**src/rtl/alu_seq_pkg.sv**
```systemverilog
// Shared types and constants for the shared-ALU sequencer.
package alu_seq_pkg;

    localparam int unsigned DATA_W = 32;
    localparam int unsigned OP_W   = 2;
    localparam int unsigned FLAG_W = 4;

    // Flag bit positions inside resp_flags: {CarryOut, Zero, Overflow, Negative}
    localparam int unsigned CARRY = 3;
    localparam int unsigned ZERO  = 2;
    localparam int unsigned OVF   = 1;
    localparam int unsigned NEG   = 0;

    typedef enum logic [OP_W-1:0] {
        ALU_ADD = 2'b00,
        ALU_XOR = 2'b01,
        ALU_SUB = 2'b10,
        ALU_SLT = 2'b11
    } alu_op_e;

    typedef enum logic [1:0] {
        IDLE   = 2'b00,
        SETTLE = 2'b01,
        DONE   = 2'b10
    } seq_state_e;

    typedef struct packed {
        logic [DATA_W-1:0] a;
        logic [DATA_W-1:0] b;
        alu_op_e           op;
    } alu_req_t;

endpackage

```
**src/rtl/alu_rr_pick.sv**
```systemverilog
// Two-way round-robin winner: the pointer breaks ties, a lone requester always wins.
module alu_rr_pick (
    input  logic valid0_i,
    input  logic valid1_i,
    input  logic ptr_i,
    output logic grant0_c_o,
    output logic grant1_c_o
);

    always_comb begin
        grant0_c_o = valid0_i && (!valid1_i || !ptr_i);
        grant1_c_o = valid1_i && (!valid0_i ||  ptr_i);
    end

endmodule

```
**src/rtl/alu_share_sequencer.sv**
```systemverilog
// Shares one slow combinational ALU between two requesters; operands are held
// on the ALU buses for a settle window before result and flags are captured.
module alu_share_sequencer
    import alu_seq_pkg::*;
#(
    parameter int unsigned SETTLE_CYCLES = 4,
    parameter int unsigned CNT_W         = 4
) (
    input  logic              clk,
    input  logic              reset_n,

    input  logic              req0_valid,
    output logic              req0_ready,
    input  logic [DATA_W-1:0] req0_a,
    input  logic [DATA_W-1:0] req0_b,
    input  logic [OP_W-1:0]   req0_op,

    input  logic              req1_valid,
    output logic              req1_ready,
    input  logic [DATA_W-1:0] req1_a,
    input  logic [DATA_W-1:0] req1_b,
    input  logic [OP_W-1:0]   req1_op,

    output logic              resp0_valid,
    output logic              resp1_valid,
    output logic [DATA_W-1:0] resp_result,
    output logic [FLAG_W-1:0] resp_flags,
    output logic              busy,

    output logic [DATA_W-1:0] alu_bus_a,
    output logic [DATA_W-1:0] alu_bus_b,
    output logic [OP_W-1:0]   alu_ctrl,
    input  logic [DATA_W-1:0] alu_output,
    input  logic              alu_carryout,
    input  logic              alu_zero,
    input  logic              alu_overflow,
    input  logic              alu_negative
);

    // A zero settle window still needs one cycle of hold before capture.
    localparam int unsigned    SETTLE_EFF = (SETTLE_CYCLES == 0) ? 1 : SETTLE_CYCLES;
    localparam logic [CNT_W-1:0] CNT_LOAD = CNT_W'(SETTLE_EFF - 1);

    seq_state_e        state_q, state_d;
    logic              ptr_q, ptr_d;
    logic              id_q, id_d;
    logic [CNT_W-1:0]  cnt_q, cnt_d;
    alu_req_t          bus_q, bus_d;
    logic [DATA_W-1:0] result_q, result_d;
    logic [FLAG_W-1:0] flags_q, flags_d;
    logic              resp0_q, resp0_d;
    logic              resp1_q, resp1_d;
    logic              busy_q;

    logic              grant0_c, grant1_c;
    logic              accept0_c, accept1_c;
    alu_req_t          win_req_c;

    alu_rr_pick u_pick (
        .valid0_i   (req0_valid),
        .valid1_i   (req1_valid),
        .ptr_i      (ptr_q),
        .grant0_c_o (grant0_c),
        .grant1_c_o (grant1_c)
    );

    // Ready is offered only in IDLE and never while reset is held.
    always_comb begin
        req0_ready = reset_n && (state_q == IDLE) && grant0_c;
        req1_ready = reset_n && (state_q == IDLE) && grant1_c;
        accept0_c  = req0_valid && req0_ready;
        accept1_c  = req1_valid && req1_ready;
    end

    always_comb begin
        win_req_c = '{a: req0_a, b: req0_b, op: alu_op_e'(req0_op)};
        if (accept1_c) begin
            win_req_c = '{a: req1_a, b: req1_b, op: alu_op_e'(req1_op)};
        end
    end

    // Next-state and datapath updates.
    always_comb begin
        state_d  = state_q;
        ptr_d    = ptr_q;
        id_d     = id_q;
        cnt_d    = cnt_q;
        bus_d    = bus_q;
        result_d = result_q;
        flags_d  = flags_q;
        resp0_d  = 1'b0;
        resp1_d  = 1'b0;

        unique case (state_q)
            IDLE: begin
                if (accept0_c || accept1_c) begin
                    bus_d   = win_req_c;
                    id_d    = accept1_c;
                    cnt_d   = CNT_LOAD;
                    state_d = SETTLE;
                end
            end
            SETTLE: begin
                if (cnt_q == '0) begin
                    result_d        = alu_output;
                    flags_d[CARRY]  = alu_carryout;
                    flags_d[ZERO]   = alu_zero;
                    flags_d[OVF]    = alu_overflow;
                    flags_d[NEG]    = alu_negative;
                    resp0_d         = !id_q;
                    resp1_d         = id_q;
                    state_d         = DONE;
                end else begin
                    cnt_d = cnt_q - CNT_W'(1);
                end
            end
            DONE: begin
                ptr_d   = !id_q;
                state_d = IDLE;
            end
            default: begin
                state_d = IDLE;
            end
        endcase
    end

    always_ff @(posedge clk or negedge reset_n) begin
        if (!reset_n) begin
            state_q  <= IDLE;
            ptr_q    <= 1'b0;
            id_q     <= 1'b0;
            cnt_q    <= '0;
            bus_q    <= '0;
            result_q <= '0;
            flags_q  <= '0;
            resp0_q  <= 1'b0;
            resp1_q  <= 1'b0;
            busy_q   <= 1'b0;
        end else begin
            state_q  <= state_d;
            ptr_q    <= ptr_d;
            id_q     <= id_d;
            cnt_q    <= cnt_d;
            bus_q    <= bus_d;
            result_q <= result_d;
            flags_q  <= flags_d;
            resp0_q  <= resp0_d;
            resp1_q  <= resp1_d;
            busy_q   <= (state_d != IDLE);
        end
    end

    always_comb begin
        alu_bus_a   = bus_q.a;
        alu_bus_b   = bus_q.b;
        alu_ctrl    = bus_q.op;
        resp_result = result_q;
        resp_flags  = flags_q;
        resp0_valid = resp0_q;
        resp1_valid = resp1_q;
        busy        = busy_q;
    end

endmodule

```
**config.mk**
```make
export PLATFORM = sky130hd
export DESIGN_NAME = alu_share_sequencer
export DESIGN_NICKNAME = d
export VERILOG_FILES = /design/src/rtl/alu_seq_pkg.sv /design/src/rtl/alu_rr_pick.sv /design/src/rtl/alu_share_sequencer.sv
export SDC_FILE = /design/constraint.sdc
export NUM_CORES = 1
export LEC_CHECK = 0
export ABC_AREA = 1
export CAP_MARGIN = 20
export CELL_PAD_IN_SITES_DETAIL_PLACEMENT = 0
export CELL_PAD_IN_SITES_GLOBAL_PLACEMENT = 1
export CORE_MARGIN = 5
export CORE_UTILIZATION = 25
export DETAILED_ROUTE_END_ITERATION = 16
export HOLD_SLACK_MARGIN = 0.1
export PLACE_DENSITY = 0.87
export SKIP_LAST_GASP = 1
export SLEW_MARGIN = 20
export SYNTH_ARGS = -nofsm -noshare
export SYNTH_HDL_FRONTEND = slang
export SYNTH_SLANG_ARGS = --single-unit
```
**constraint.sdc**
```tcl
create_clock -name clk -period 1.3 [get_ports clk]
set_input_delay 0.13 -clock clk [delete_from_list [all_inputs] [get_ports clk]]
set_output_delay 0.13 -clock clk [all_outputs]
set_load 0.005 [all_outputs]
```
# Yosys cells after proc, flatten, opt, wreduce, memory -nomap -nowiden
# Index checks and enable logic that the tools add are counted.
# Widths: inputs -> output; s select.
[totals] register_bits=113
[op_classes] n_addsub=1 eq_ne=4 mux=11 n_reduce_logical=21
[ops] operator="$mux 66" n=1
[ops] operator="$mux 4" n=2
[ops] operator="$pmux 4 s2" n=1
[ops] operator="$logic_and 1x1->1" n=7
[ops] operator="$logic_not 1->1" n=4
[ops] operator="$logic_not 4->1" n=1
[ops] operator="$mux 1" n=4
[ops] operator="$mux 2" n=2
[ops] operator="$pmux 2 s2" n=1
[ops] operator="$reduce_and 2->1" n=2
[ops] operator="$reduce_bool 2->1" n=2
[ops] operator="$sub 4x1->4 const B" n=1
[ops] operator="$logic_or 1x1->1" n=3
[ops] operator="$reduce_and 3->1" n=1
[ops] operator="$eq 2x1->1 const B" n=1
[ops] operator="$eq 2x2->1 const B" n=1
[ops] operator="$logic_not 2->1" n=1
[ops] operator="$ne 2x1->1 const B" n=1
[ops] operator="$ne 2x2->1 const B" n=1

# Longest topological paths before layout
# Gate-level depths: netlist (run 1).
[depth] depth_word=9 mapped_depth=10 ltp_nobuf=8

# By module
# A second synthesis (run 1) with hierarchy kept.
[hier_totals] cells_unflattened=775 hier_area_um2=5550.3
[by_module_without_submodules] mod="alu_share_sequencer" instances=1 cells_per_inst=770 area_per_inst_um2=5530.3 seq_area_each_um2=2827.7
[by_module_without_submodules] mod="alu_rr_pick" instances=1 cells_per_inst=5 area_per_inst_um2=20.0 seq_area_each_um2=0.0

# Worst setup path after synthesis (run 1)
# No wires, ideal clock.
[synth_timing] path_kind="register to register" startpoint="reg state_q[1]" endpoint="reg bus_q (netlist bit alu_bus_a[21])" setup_time_ns=0.117 arrival_ns=1.244 required_time_ns=1.183 slack_ns=-0.061 path_stages_with_launch=9 path_buffers=2 synth_period_minus_slack_ns=1.361 cell_sequence="dfrtp_1 nor2_2 nand2_2 nor2_4 buf_4 buf_4 nand2_1 nand3_1 nand2_1"
[synth_between] elab_chain_cells=6 word_cells_on_any_way=9
[synth_rtl] item="from (decl)" line="alu_share_sequencer.sv:44" text="seq_state_e state_q, state_d;"
[synth_rtl] item="from (signal assigned)" line="alu_share_sequencer.sv:140" text="state_q <= state_d;"
[synth_rtl] item="$logic_not 2->1 *" line="alu_share_sequencer.sv:69, alu_share_sequencer.sv:70, alu_share_sequencer.sv:94"
[synth_rtl] item="$logic_and 1x1->1" line="alu_share_sequencer.sv:69, alu_share_sequencer.sv:70"
[synth_rtl] item="$logic_and 1x1->1 (on tied branches)" line="alu_share_sequencer.sv:69, alu_share_sequencer.sv:70"
[synth_rtl] item="$logic_and 1x1->1 (on tied branches)" line="alu_share_sequencer.sv:71, alu_share_sequencer.sv:72"
[synth_rtl] item="$logic_or 1x1->1" line="alu_share_sequencer.sv:96" text="if (accept0_c || accept1_c) begin"
[synth_rtl] item="$reduce_and 2->1 (no source line)"
[synth_rtl] item="to (signal assigned)" line="alu_share_sequencer.sv:144" text="bus_q <= bus_d;"
[synth_rtl] item="to (decl)" line="alu_share_sequencer.sv:48" text="alu_req_t bus_q, bus_d;"
# Every way passes the cells marked *; elsewhere a longest branch is shown, timed or not.
# A chain may end at the register's enable or synchronous reset.

# Final worst setup path (run 1)
[layout_timing] startpoint="reg state_q[1]" endpoint="reg bus_q (netlist bit alu_bus_b[1])"
# The elaborated chain is that of the path after synthesis.

==> impl_results.md, run 1 <==
- Outcome: finished, violations left
- Failing checks: negative setup slack
- Setup TNS: -23.66 ns
- Drt first-iter violations: 388
- Via density per instance: 4.20
- Antenna violations before repair: 0
- Vias in the first global route: 5,641
- Worst Max-Slew Pin Slew: 0.631 ns
- Synthesis-stage register bit count: 113
- Clock root cell: clkbuf_16
- Largest net degree at the start of global routing: 114
- Total routed wirelength: 22,500 um
- Fillers: 2,158
- Fin nets: 1,278
- Area grow syn2layout: 83.4%
- GRT Util Overall: 15.5%
- Core Box Area: 0.0218 mm^2
- Drt wl/cell: 16.1 um
- Slew Viols, Final: 0
- Cts bufs inserted: 17
- Synth Instances: 777
- Placer Congestion: 0.833
- Kind of end point of the critical path: flop
- RSZ-0062 raised after global routing: yes
- Fin cells: 1,396
- Die area: 0.0251 mm^2
- First-pass GRT wire length: 30,200 um
- DRC Markers: 0
- Clock buffer depth: 2
- Port bufs: 278
- Post-route setup slack: -0.328 ns
- H-tree lvl count: 4
- Compound-Gate Fraction of Synth Area: 0.545%
- Power density over the cells: 1970 mW/mm^2
- Crit path kind: reg2reg
- Layout cells sized above 1: 11.0%
- Distinct cells, synth: 20
- Die Span X: 158 um
- Post-Syn Area: 0.00551 mm^2
- Ports: 279
- Fmax: 614 MHz
- Static leakage power: 5.62 nW
- Main combinational cell family by area after synthesis: simple AND/OR/NAND/NOR gates
- Post-Synth Simple-Gate Area: 34.7%
- DR vias: 5,863
- Dpl cells: 1,324
- Crit path DAT: 1.96 ns
- Clock Skews: 0.0138 ns
- Synth warn: 0
- Sum of net half-perimeters after detailed placement: 13,300 um
- Maximum VDD drop: 1.05 mV
- 1st-pass router iterations: 4
- Clock sinks: 113
- Final Hold Vio Count: 0
- Final min period: 1.63 ns
- Mux contribution to synthesized area: 0%
- Overflow after GRT: 0
- Post-Syn Area per Cell: 7.09 um^2
- CP startpoint kind: flop
- Setup violations, final: 104
- Rows: 54
- Hold Path Class: in2reg
- Critical Path RT: 1.64 ns
- Clk pin slew, worst setup/hold paths: 0.06 ns
- Power, Total: 20.0 mW
- Final Cycle Share: 125%
- Residual antenna-violating net count after detailed routing: 0
- Worst Path Max Fanout: 27
- Mapped Nets: 950
- Seq/Total Area, Yosys: 51.3%
- Antenna cells: 0
- Synth Area in XOR/XNOR: 0%
- Worst-Skew Late Latency: 0.41 ns
- Max Cap Viol: 0
- CTS tree: yes
- Initial core utilization: 25.3%
- Slew margin rel.: 57.9%
- Die Ht: 158 um
- Adder-cell share of the synthesized area: 0.227%
==> layer usage <==
metal | part of all wire [%] | track usage (%) | routed length, um | vias up
met5 | 0 | 0 | 0 | -
met4 | 0.81 | 4.55 | 182 | 0
met3 | 8.8 | 5.74 | 1980 | 13
met2 | 48 | 25.2 | 10800 | 197
met1 | 42 | 19.3 | 9540 | 2731
li1 | - | - | - | 2922
==> cell usage after synthesis <==
cell	instances	area share, %
a31oi_1	1	0.11
inv_2	2	0.14
nand4_1	1	0.11
a21oi_2	1	0.16
dfrtp_1	113	51
nand3_1	72	6.5
buf_4	9	1.2
inv_1	141	9.6
nor2_4	1	0.20
clkbuf_1	2	0.14
buf_2	21	1.9
nor2_2	3	0.34
ha_1	1	0.23
nand2_1	394	27
buf_1	3	0.20
a21oi_1	2	0.18
o21ai_0	1	0.091
nand2_2	1	0.11
nor2_1	7	0.48
or2_2	1	0.11
==> cell usage in the layout (no fill, tap or decap), drive strengths merged <==
cell type and count:
nand2 396, clkdlybuf4s50 170, inv 142, dfrtp 113, dlygate4sd2 105, nand3 72
buf 56, clkbuf 32, nor2 11, bufinv 5, clkinv 4, a21oi 3
nand4 1, or2 1, a31oi 1, o21ai 1, ha 1, clkinvlp 1
dlygate4sd3 1
==> stage by stage <==
stage	cell area, um^2	hold slack [ns]	setup WS (ns)	utilization, %
after floorplan	5520	-0.166	-0.00537	-
after global placement	8740	0.454	-0.375	40.2
after detailed placement	8740	0.456	-0.398	40.2
after CTS	9620	0.225	-0.264	44.2
after global routing	10100	0.225	-0.404	46.5
final	10100	0.249	-0.328	46.5
==> state kept, by name, summed over array words and instances, names as in the netlist <==
| name | count |
|---|---|
| alu_bus_a | 32 |
| alu_bus_b | 32 |
| alu_ctrl | 2 |
| busy | 1 |
| cnt_q | 4 |
| id_q | 1 |
| ptr_q | 1 |
| resp0_valid | 1 |
| resp1_valid | 1 |
| resp_flags | 4 |
| resp_result | 32 |
| state_q | 2 |
==> critical path: stages (launching register included) <==
cell and delay, ns:
dfrtp_1 0.39, nor2_2 0.16, nand2_2 0.09, buf_6 0.13, buf_4 0.13, a21oi_4 0.13, buf_4 0.16, buf_12 0.17
nand3_1 0.10, nand2_1 0.07
==> path summary, 6_finish.rpt <==
| kind | startpoint | slack, ns | end | cells past startpoint |
|---|---|---|---|---|
| worst max register to register | state_q[1] | -0.33 | alu_bus_b[1] | 9 |
| worst min register to register | id_q | 0.47 | resp0_valid | 1 |
| max in group asynchronous | reset_n | 0.16 | alu_bus_a[26] | 4 |
| worst max-delay path | state_q[1] | -0.33 | alu_bus_b[1] | 9 |
| min in group asynchronous | reset_n | 0.65 | resp1_valid | 4 |
| worst min-delay path | alu_output[16] | 0.25 | resp_result[16] | 3 |
==> repair_timing <==
item	4_1_cts	5_1_grt
endpoints found under the hold margin	113	0
resized for setup	145	26
endpoints found under the setup margin	216	111
buffers inserted	13	8
pin swaps	7	4
gates cloned	5	17
hold buffers	1	0
==> power by group <==
group	switching, mW	internal, mW	total (mW)
logic	4.23	4.54	8.77
registers	0.823	5.15	5.97
clock network	1.69	3.54	5.23
==> cell type report <==
cell class              count  area, um^2  area share (%)
clock buffers              21         470            4.65
multi-input cells         487        2080            20.6
inverters                 143         554            5.48
clock inverters             9         180            1.78
repair buffers            343        3640            36.0
well taps                 280         350            3.46
flip-flops and latches    113        2830            28.0
==> kinds of logic (layout without fill, tap and decap cells) <==
family,after synthesis,in the layout
AO/OA/AOI/OAI,5,5
adder cells (fa/ha/maj),1,1
buffers and inverters,178,516
flip-flops,113,113
AND/OR/NAND/NOR,480,481
No activity file was read; power rests on OpenSTA's default activity.
==> run 2, diff against run 1 <==
CTS_CLUSTER_DIAMETER = 30   (was unset)
CTS_CLUSTER_SIZE = 24   (was unset)
==> results of run 2 <==
No change in the layout: final DEF, timing and power equal those of run 1.
==> run 3, diff against run 2 <==
TNS_END_PERCENT = 50   (was unset)
==> run 3 against run 2 <==
Compared with the run above:
- the run still ends with negative setup slack left
- fmax rose by 3.9%
- via count fell by 0.58%
- critical path depth did not move
- core utilization rose by 0.81 points
- first-iteration DRC count fell by 23%
- design area rose by 1.7%
- largest power group unchanged
==> impl_results.md, run 3 (same netlist as run 1, synthesis figures left out) <==
- Power, Total: 20.8 mW
- Static leakage power: 5.48 nW
- Slowest cell on the critical path: dfrtp_1
- Setup violations, final: 141
- Final Hold Vio Count: 0
- Final Cycle Share: 121%
- Overflow after GRT: 0
- Via density per instance: 4.17
- Fmax: 638 MHz
- Slew margin rel.: 57.0%
- Die Span X: 158 um
- Power density over the cells: 2020 mW/mm^2
- Ports: 279
- Critical Path RT: 1.59 ns
- Clock root cell: clkbuf_16
- CP top delay family: simple AND/OR/NAND/NOR gates
- Antenna violations before repair: 0
- Outcome: finished, violations left
- Antenna cells: 0
- Kind of end point of the critical path: flop
- Vias in the first global route: 5,694
- Die area: 0.0251 mm^2
- Worst Path Buf+Inv: 3
- Clock buffer depth: 2
- Crit-path cells: nor2_2, nand2_2, nor2_4, buf_6, nor2_4, buf_12, clkbuf_16, nand2_1, nand2_1
- Register-to-register setup slack: -0.27 ns
- GRT Util Overall: 15.1%
- Drt wl/cell: 15.7 um
- RSZ-0062 raised after global routing: yes
- Largest net degree at the start of global routing: 114
- Crit path DAT: 1.86 ns
- Sum of net half-perimeters after detailed placement: 13,400 um
- Worst-Skew Late Latency: 0.41 ns
- Slew Viols, Final: 0
- Clock sinks: 113
- Crit path from: state_q[0]
- First-pass GRT wire length: 29,800 um
- Crit path capture: alu_bus_b[4]
- Commonest non-fill, non-tap cells in the layout: 370 x nand2_1, 237 x clkdlybuf4s50_1, 140 x inv_1, 113 x dfrtp_1, 67 x nand3_1
- Drt first-iter violations: 300
- Commonest non-fill, non-tap cell in the layout: nand2_1
- Failing checks: negative setup slack
- Fin cells: 1,398
- Worst Path Max Fanout: 8
- Cts bufs inserted: 17
- H-tree lvl count: 4
- Dpl cells: 1,335
- Fin nets: 1,278
- Rows: 54
- Total routed wirelength: 21,900 um
- Core Box Area: 0.0218 mm^2
- Placer Congestion: 0.788
- Clock Skews: 0.00791 ns
- Post-route setup slack: -0.267 ns
- Maximum VDD drop: 0.799 mV
- DR vias: 5,829
- FF-to-FF End: alu_bus_b[4]
- Residual antenna-violating net count after detailed routing: 0
- Critical path depth: 9
- Final min period: 1.57 ns
- Worst Max-Slew Pin Slew: 0.645 ns
- Core Util, Final: 47.3%
- Layout cells sized above 1: 12.7%
- Port bufs: 278
- DRC Markers: 0
- Max Cap Viol: 0
- R2r startpoint: state_q[0]
- CTS tree: yes
- Crit path kind: reg2reg
- Hold Path Class: in2reg
- Die Ht: 158 um
- Area grow syn2layout: 86.6%
- Clk pin slew, worst setup/hold paths: 0.06 ns
- CP startpoint kind: flop
- R2R cell count: 9
- Worst Hold Launch: reset_n
- Initial core utilization: 25.3%
- CP max stage delay: 0.40 ns
- 1st-pass router iterations: 4
[run 3: changes by cell type in the layout (fill, tap and decap cells not counted), sizes merged]
cell           previous run  this run
clkbuf                   32        30
nand2                   396       395
clkdlybuf4s50           170       237
inv                     142       145
buf                      56        55
clkinvlp                  1         2
clkinv                    4         6
dlygate4sd2             105        38
[run 3: how the worst min path moves through the flow]
stage                                 end  depth (start not counted)
after CTS                            id_q                          4
final                                id_q                          4
after floorplan              alu_bus_a[0]                          0
after global placement        resp0_valid                          1
after detailed placement  resp_result[27]                          3
after global routing      resp_result[14]                          3
[run 3: area by class of cell]
class | instances | area [um^2]
Tap cell | 280 | 350
Clock inverter | 15 | 231
Clock buffer | 17 | 425
Timing Repair Buffer | 344 | 3770
Multi-Input combinational cell | 486 | 2130
Fill cell | 2151 | 11500
Inverter | 143 | 549
Sequential cell | 113 | 2830
[run 3: routing by layer]
metal / vias to the layer above / global-route usage (%) / routed length, um
li1: 2928 / - / -
met1: 2713 / 18.5 / 9290
met2: 161 / 25.9 / 11000
met3: 27 / 3.83 / 1190
met4: 0 / 5.32 / 432
met5: - / 0 / 0
[run 3: power breakdown]
group | internal [mW] | leakage (nW) | switching (mW) | total, mW
combinational | 5.32 | 3.75 | 4.19 | 9.51
sequential | 5.15 | 1.41 | 0.924 | 6.07
clock | 3.43 | 0.314 | 1.82 | 5.24
total | 13.9 | 5.48 | 6.93 | 20.8
[run 3: timing repair]
| action | CTS | global route |
|---|---|---|
| endpoints found under the hold margin | 113 | 0 |
| buffers inserted | 6 | 6 |
| pin swaps | 4 | 17 |
| resized for setup | 60 | 61 |
| setup endpoints to repair | 217 | 181 |
| gates cloned | 3 | 16 |
| hold buffers | 1 | 0 |
[run 3: stage by stage]
step	TNS (ns)	hold WS, ns	area [um^2]	setup WS, ns
finish	-23.87	0.200	10300	-0.267
global route	-34.11	0.223	10300	-0.364
CTS	-30.80	0.194	9640	-0.252
detailed placement	-32.03	0.454	8840	-0.440
global placement	-28.50	0.453	8840	-0.395
floorplan	-0.172	-0.166	5520	-0.00537
[run 3: worst register-to-register path, stage by stage (launching register included)]
cell and delay [ns]:
dfrtp_1 0.40, nor2_2 0.15, nand2_2 0.12, nor2_4 0.13, buf_6 0.15, nor2_4 0.06
buf_12 0.14, clkbuf_16 0.18, nand2_1 0.07, nand2_1 0.06
